--- config.mk ---
export PLATFORM = sky130hd
export DESIGN_NAME = alu_result_stage
export DESIGN_NICKNAME = d
export VERILOG_FILES = /design/src/rtl/alu_pkg.sv /design/src/rtl/result_skid2.sv /design/src/rtl/alu_result_stage.sv
export SDC_FILE = /design/constraint.sdc
export NUM_CORES = 1
export LEC_CHECK = 0
export ABC_AREA = 1
export CORE_UTILIZATION = 43
export CTS_CLUSTER_SIZE = 24
export DETAILED_ROUTE_END_ITERATION = 16
export PLACE_DENSITY_LB_ADDON = 0.08
export SYNTH_ARGS = -nofsm -noshare
export SYNTH_HDL_FRONTEND = slang
export SYNTH_HIERARCHICAL = 1
export SYNTH_SLANG_ARGS = --single-unit
--- constraint.sdc ---
create_clock -name clk -period 1.84 [get_ports clk]
set_clock_uncertainty 0.2 [all_clocks]
set_input_delay 0.368 -clock clk [delete_from_list [all_inputs] [get_ports clk]]
set_output_delay 0.368 -clock clk [all_outputs]
set_load 0.01 [all_outputs]
--- src/rtl/alu_pkg.sv ---
// Shared definitions for the ALU result stage: field widths, the buffered
// entry record and the elastic-buffer occupancy states.
package alu_pkg;

   localparam int DATA_W = 16;
   localparam int REG_W  = 3;
   localparam int OP_W   = 3;

   // One completed ALU result as it travels towards the MEM stage.
   // The zero flag is captured alongside the result when it is written.
   typedef struct packed {
      logic [DATA_W-1:0] result;
      logic [REG_W-1:0]  rd;
      logic              wb_en;
      logic [OP_W-1:0]   op;
      logic              zero;
   } alu_entry_t;

   // Occupancy of the two-slot buffer.
   typedef enum logic [1:0] {
      EMPTY = 2'd0,
      ONE   = 2'd1,
      FULL  = 2'd2
   } skid_state_t;

   // Builds an entry from raw ALU outputs, deriving the zero flag.
   function automatic alu_entry_t make_entry(
      input logic [DATA_W-1:0] result,
      input logic [REG_W-1:0]  rd,
      input logic              wb_en,
      input logic [OP_W-1:0]   op
   );
      alu_entry_t e;
      e.result = result;
      e.rd     = rd;
      e.wb_en  = wb_en;
      e.op     = op;
      e.zero   = (result == '0);
      return e;
   endfunction

endpackage

--- src/rtl/result_skid2.sv ---
// Two-slot elastic buffer (head H plus skid S) with its occupancy state
// machine. Ready towards the producer is decoded from the state register
// only, so there is no combinational path from the consumer back upstream.
module result_skid2
   import alu_pkg::*;
(
   input  logic        clk,
   input  logic        rst_n,
   input  logic        flush,
   input  logic        in_valid,
   output logic        in_ready,
   input  alu_entry_t  in_entry,
   input  logic        out_ready,
   output skid_state_t state,
   output alu_entry_t  head,
   output alu_entry_t  skid
);

   logic accept;
   logic drain;

   // Handshake qualifiers derived from registered state and the inputs.
   always_comb begin
      in_ready = (state != FULL);
      accept   = in_valid & (state != FULL);
      drain    = (state != EMPTY) & out_ready;
   end

   // Occupancy FSM and slot storage; flush empties the buffer and discards
   // any same-cycle accept, while slot contents are simply left stale.
   always_ff @(posedge clk or negedge rst_n) begin
      if (!rst_n) begin
         state <= EMPTY;
         head  <= '0;
         skid  <= '0;
      end else if (flush) begin
         state <= EMPTY;
      end else begin
         case (state)
            EMPTY: begin
               if (accept) begin
                  head  <= in_entry;
                  state <= ONE;
               end
            end
            ONE: begin
               if (accept && !drain) begin
                  skid  <= in_entry;
                  state <= FULL;
               end else if (accept && drain) begin
                  head  <= in_entry;
               end else if (drain) begin
                  state <= EMPTY;
               end
            end
            FULL: begin
               if (drain) begin
                  head  <= skid;
                  state <= ONE;
               end
            end
            default: begin
               state <= EMPTY;
            end
         endcase
      end
   end

endmodule

--- src/rtl/alu_result_stage.sv ---
// Consumer end of the ALU result interface. Buffers completed results in a
// two-entry elastic buffer, presents them in order to the MEM stage and
// offers the youngest held result to the EX operand forwarding muxes.
module alu_result_stage
   import alu_pkg::*;
(
   input  logic              clk,
   input  logic              rst_n,
   input  logic              in_valid,
   output logic              in_ready,
   input  logic [DATA_W-1:0] in_result,
   input  logic [REG_W-1:0]  in_rd,
   input  logic              in_wb_en,
   input  logic [OP_W-1:0]   in_op,
   input  logic              flush,
   output logic              out_valid,
   input  logic              out_ready,
   output logic [DATA_W-1:0] out_result,
   output logic [REG_W-1:0]  out_rd,
   output logic              out_wb_en,
   output logic [OP_W-1:0]   out_op,
   output logic              out_zero,
   output logic              fwd_valid,
   output logic [REG_W-1:0]  fwd_rd,
   output logic [DATA_W-1:0] fwd_result
);

   alu_entry_t  in_entry;
   alu_entry_t  head;
   alu_entry_t  skid;
   alu_entry_t  youngest;
   skid_state_t state;

   // Pack the incoming result and compute its zero flag at write time.
   always_comb begin
      in_entry = make_entry(in_result, in_rd, in_wb_en, in_op);
   end

   result_skid2 u_skid (
      .clk       (clk),
      .rst_n     (rst_n),
      .flush     (flush),
      .in_valid  (in_valid),
      .in_ready  (in_ready),
      .in_entry  (in_entry),
      .out_ready (out_ready),
      .state     (state),
      .head      (head),
      .skid      (skid)
   );

   // Head slot drives the MEM-stage outputs; validity comes from state.
   always_comb begin
      out_valid  = (state != EMPTY);
      out_result = head.result;
      out_rd     = head.rd;
      out_wb_en  = head.wb_en;
      out_op     = head.op;
      out_zero   = head.zero;
   end

   // Forward the youngest held entry: skid when full, otherwise head.
   always_comb begin
      youngest   = (state == FULL) ? skid : head;
      fwd_valid  = youngest.wb_en & (state != EMPTY);
      fwd_rd     = youngest.rd;
      fwd_result = youngest.result;
   end

endmodule

## After elaboration in Yosys (flattened, before gate mapping)

Cells that the tools add are included.

| cells by class | value |
|---|---|
| bitwise logic cells | 4 |
| reduce and logical (&&, ||, !) cells | 10 |
| mux-type cells | 13 |
| equality and inequality tests | 11 |

Operators with widths:

| cell | number |
|---|---|
| 2-to-1 mux 24 bit | 5 |
| case mux 24 bit (3 select lines) | 1 |
| zero test 16 bit | 1 |
| 2-to-1 mux 2 bit | 6 |
| != test 2 x 1 -> 1 bit (second input constant) | 3 |
| != test 3 x 2 -> 1 bit (second input constant) | 2 |
| case mux 2 bit (3 select lines) | 1 |
| AND reduction 6 bit | 1 |
| != test 2 bit (second input constant) | 2 |
| != test 4 x 2 -> 1 bit (second input constant) | 1 |
| != test 4 x 3 -> 1 bit (second input constant) | 1 |
| AND reduction 4 bit | 1 |
| AND 1 bit | 3 |
| AND reduction 3 bit | 1 |
| nonzero test 3 bit | 1 |
| == test 2 x 1 -> 1 bit (second input constant) | 1 |
| == test 2 bit (second input constant) | 1 |
| logical AND 1 bit | 2 |
| zero test 2 bit | 1 |
| nonzero test 2 bit | 1 |
| zero test 1 bit | 1 |
| inverter 1 bit | 1 |

| word-level totals | value |
|---|---|
| output and inout bits | 46 |
| logic and storage cells | 49 |
| register bits after elaboration | 50 |
| bits of input ports | 28 |

## Logic depth before layout (Yosys ltp)

| logic depth | value |
|---|---|
| depth in word-level cells | 7 |
| mapped depth | 9 |
| depth with buffers taken out | 9 |

## Modules after synthesis

The synthesis kept the hierarchy.

Modules (own cells, without submodules):

| module | area each (um^2) | seq. area each (um^2) | instances | cells an instance |
|---|---|---|---|---|
| result_skid2 | 2341.0 | 1251.2 | 1 | 290 |
| alu_result_stage | 411.6 | 0.0 | 1 | 95 |

## Worst setup path after synthesis

OpenSTA, ideal clock, no wires.

| timing path | value |
|---|---|
| path kind | flip-flop to flip-flop |
| from | register u_skid.state[1] |
| to | register u_skid/head[10] (netlist name) |
| clock period less this slack | 1.504 ns |
| required time | 1.517 ns |
| path slack | 0.336 ns |
| library setup time | 0.123 ns |
| stages on the path, launching flop included | 6 |
| path buffers | 1 |
| data arrival time | 1.181 ns |
| path through | dfrtp_1 -> a21oi_1 -> nand2_4 -> buf_2 -> o21ai_0 -> nand2_1 |

| on the way | value |
|---|---|
| word-level cells in the longest chain between the ends | 6 |
| elaborated cells between the ends (all ways) | 17 |
| classes of those cells | 7 x eq/ne; 1 x mux; 2 x bitwise; 7 x reduce/logical |

Ends and longest elaborated chain:

| what | line | source |
|---|---|---|
| start: declaration | result_skid2.sv:14 | `output skid_state_t state,` |
| start signal: assignment | result_skid2.sv:33 | `state <= EMPTY;` |
| start signal: assignment | result_skid2.sv:37 | `state <= EMPTY;` |
| start signal: assignment | result_skid2.sv:43 | `state <= ONE;` |
| nonzero test 2 bit | result_skid2.sv:26 | `drain = (state != EMPTY) & out_ready;` |
| AND 1 bit | result_skid2.sv:26 |  |
| zero test 1 bit | result_skid2.sv:47 | `if (accept && !drain) begin` |
| logical AND 1 bit | result_skid2.sv:47 |  |
| != test 2 bit (no line) | n/a |  |
| AND reduction 6 bit (no line) | n/a |  |

Parallel ways exist; a longest one is shown, timed or not.
A chain may end at the register's enable or synchronous reset.

## Final worst setup path

| timing path | value |
|---|---|
| from | register u_skid.state[0] |
| to | output fwd_result[10] |

| on the way | value |
|---|---|
| word-level cells in the longest chain between the ends | 2 |

Ends and longest elaborated chain:

| what | line | source |
|---|---|---|
| == test 2 bit | alu_result_stage.sv:64 | `youngest = (state == FULL) ? skid : head;` |
| 2-to-1 mux 24 bit | alu_result_stage.sv:64 |  |
| end: declaration | alu_result_stage.sv:25 | `output logic [DATA_W-1:0] fwd_result` |

No other way between the ends.

==> flow_summary.ini <==
[timing]
period_share_pct = 103.3
fin_crit_ps = 1901
rsz0062_at_grt = yes
tightest_slew_ps = 277.2
hold_viol = 0
slew_headroom_pct = 81.52
setup_violations = 20
slew_viol_final = 0
worst_slack_ps = -61.18
tns_ps = -921.5
fmax_mhz = 526.0

[clocking]
cts_max_path_buffers = 2
cts_tree = done
clk_latency_ps = 310
htreeDepth = 2
cts_sinks = 50
numCtsBuffers = 5
clkSlewWorstSetupHoldPaths_ps = 90
root_buffer = clkbuf_8

[global_routing]
grt_pass1_wl_mm = 12.28
grt_util_all_layers_pct = 24.62
antenna_found_initial = 0
grt_start_max_net_pins = 51
grt_pass1_vias = 2558
overflow = 0

[floorplanning]
die_x_um = 82.01
start_util_pct = 45.42
core_mm2 = 0.006061
ios = 74
rows = 28
die_area_mm2 = 0.006726
die_height_um = 82.01

[critical_path]
cp-start-kind = register
end_kind = primary output
crit_type = register to primary output
cp_max_fo = 5
critPathArrivalTime_ps = 1330
required_ps = 1270

[run_status]
status = finished, violations left
violations = negative setup slack

[placed_design]
numPortBuffers = 73
place_congestion = 0.7903
dp_hpwl_mm = 4.812

[route]
drtIter0Drc = 160
vias_per_cell = 5.128
via_count = 2882
wl_per_cell_um = 14.56
drtAntennaViolNets = 0
wirelength_mm = 8.185
firstDrtPassIters = 4
drc = 0

[power_and_ir_drop]
power.leakage_uw = 0.002282
vdd_drop_max_uv = 784.7
power_density_mw_per_mm2 = 1359

[yosys]
yosysUniqueCellTypes = 20
synth_seq_area_share_pct = 45.45
syn_area_per_cell_um2 = 7.150
yosysWarnings = 6
synth_cells = 385
synth_seq_cells = 50
syn_area_mm2 = 0.002753
synth.net_count = 413

[min_path]
hold_path_class = register to register

[finish]
syn2layout_area_growth_pct = 52.14
antenna_cells = 0
utilization_pct = 69.10
nNetsFinal = 514
drive_gt1_share_pct = 23.41

[run]
drv_cap = 0
[placed cells by master, fill, tap and decap left out, drive strengths merged]
master,n
inv,44
dlygate4sd3,1
o21ai,72
dlymetal6s2s,17
nand3,27
nor2,12
nand2,159
bufbuf,1
dfrtp,50
buf,57
or2,1
a21oi,1
clkbuf,10
and2,1
clkinv,1
clkdlybuf4s50,33
[per-layer routing]
| metal | up-vias | global-route usage, % | routed length [µm] |
|---|---|---|---|
| met4 | 0 | 9.123 | 157 |
| met5 | - | 0 | 0 |
| met2 | 111 | 42.48 | 4020 |
| met3 | 12 | 3.889 | 497 |
| li1 | 1410 | - | - |
| met1 | 1349 | 30.77 | 3508 |
[Yosys cell counts]
cell type | number | area, µm²
dfrtp_1 | 50 | 1251
buf_2 | 10 | 50.05
inv_1 | 40 | 150.1
and2_1 | 1 | 6.260
nand2_2 | 2 | 12.51
nand2_1 | 152 | 570.6
o21ai_1 | 48 | 240.2
o21ai_0 | 24 | 120.1
nand3_2 | 1 | 10.01
or2_2 | 1 | 6.260
nand3_1 | 26 | 130.1
clkinv_1 | 1 | 3.750
buf_4 | 2 | 15.01
nand2_4 | 2 | 22.52
buf_6 | 7 | 78.83
inv_2 | 3 | 11.26
clkbuf_1 | 2 | 7.510
nor2_1 | 11 | 41.29
a21oi_1 | 1 | 5.000
nor2_8 | 1 | 20.02
[flip-flops by register name, summed over array words and instances, names as in the netlist]
register      flops
u_skid/head      24
u_skid/skid      24
u_skid/state      2
[power by group]
| part | switching, µW | internal (µW) | total [µW] | leakage, µW |
|---|---|---|---|---|
| Sequential | 407 | 1600 | 2000 | 0.000625 |
| Clock | 367 | 304 | 671 | 0.0000482 |
| Combinational | 1490 | 1520 | 3020 | 0.00161 |
| Total | 2270 | 3420 | 5690 | 0.00228 |
[worst max-delay path, cell delays in order (launching register included)]
cell	delay [ps]
dfrtp_1	430
inv_4	120
buf_6	110
buf_4	110
nand3_1	70
nand2_1	70
buf_2	120
[through the flow]
stage,cells,cell area (µm²),worst slack [ps],total power (µW),hold WS (ps)
2_1_floorplan,385,2753,335.8,3222,-127.6
3_3_place_gp,533,3704,-127.3,4708,184.1
3_5_place_dp,533,3704,-139.6,4773,178.7
4_1_cts,555,3946,-57.12,5483,302.5
5_1_grt,562,4188,-122.4,6092,316.7
6_report,562,4188,-61.18,5693,299.5
[logic make-up (layout without fill, tap and decap cells)]
family / Yosys count / after routing / share of synthesized area [%]
compound gates: 73 / 73 / 13.27
buf+inv: 65 / 164 / 11.50
flops: 50 / 50 / 45.45
simple gates: 197 / 200 / 29.77
[area by class of cell]
type                    count  area [µm²]
flip-flops and latches     50        1252
clock inverters             1       5.005
multi-input cells         273        1376
fillers                   531        1873
clock buffers               7       86.33
inverters                  44       167.7
repair buffers            112        1206
well taps                  75       93.84
[final timing paths]
check	slack [ps]	to	depth (start not counted)	from
min in group asynchronous	370	u_skid/skid[1]$_DFFE_PN0P_	3	rst_n
max in group asynchronous	820	u_skid/state[1]$_DFFE_PN0P_	3	rst_n
setup reg to reg	20	u_skid/skid[9]$_DFFE_PN0P_	8	u_skid/state[1]$_DFFE_PN0P_
hold reg to reg	300	u_skid/skid[0]$_DFFE_PN0P_	2	u_skid/skid[0]$_DFFE_PN0P_
setup / recovery	-60	fwd_result[10]	6	u_skid/state[0]$_DFFE_PN0P_
hold / removal	300	u_skid/skid[0]$_DFFE_PN0P_	2	u_skid/skid[0]$_DFFE_PN0P_
[timing repair]
action | 4_1_cts | 5_1_grt
pin swaps | 12 | 11
endpoints found under the setup margin | 22 | 87
hold endpoints to repair | 50 | 0
buffers inserted | 9 | 5
hold buffers | 1 | 0
cloned | 4 | 2
resized for setup | 115 | 49
No activity file was read; power rests on OpenSTA's default activity.
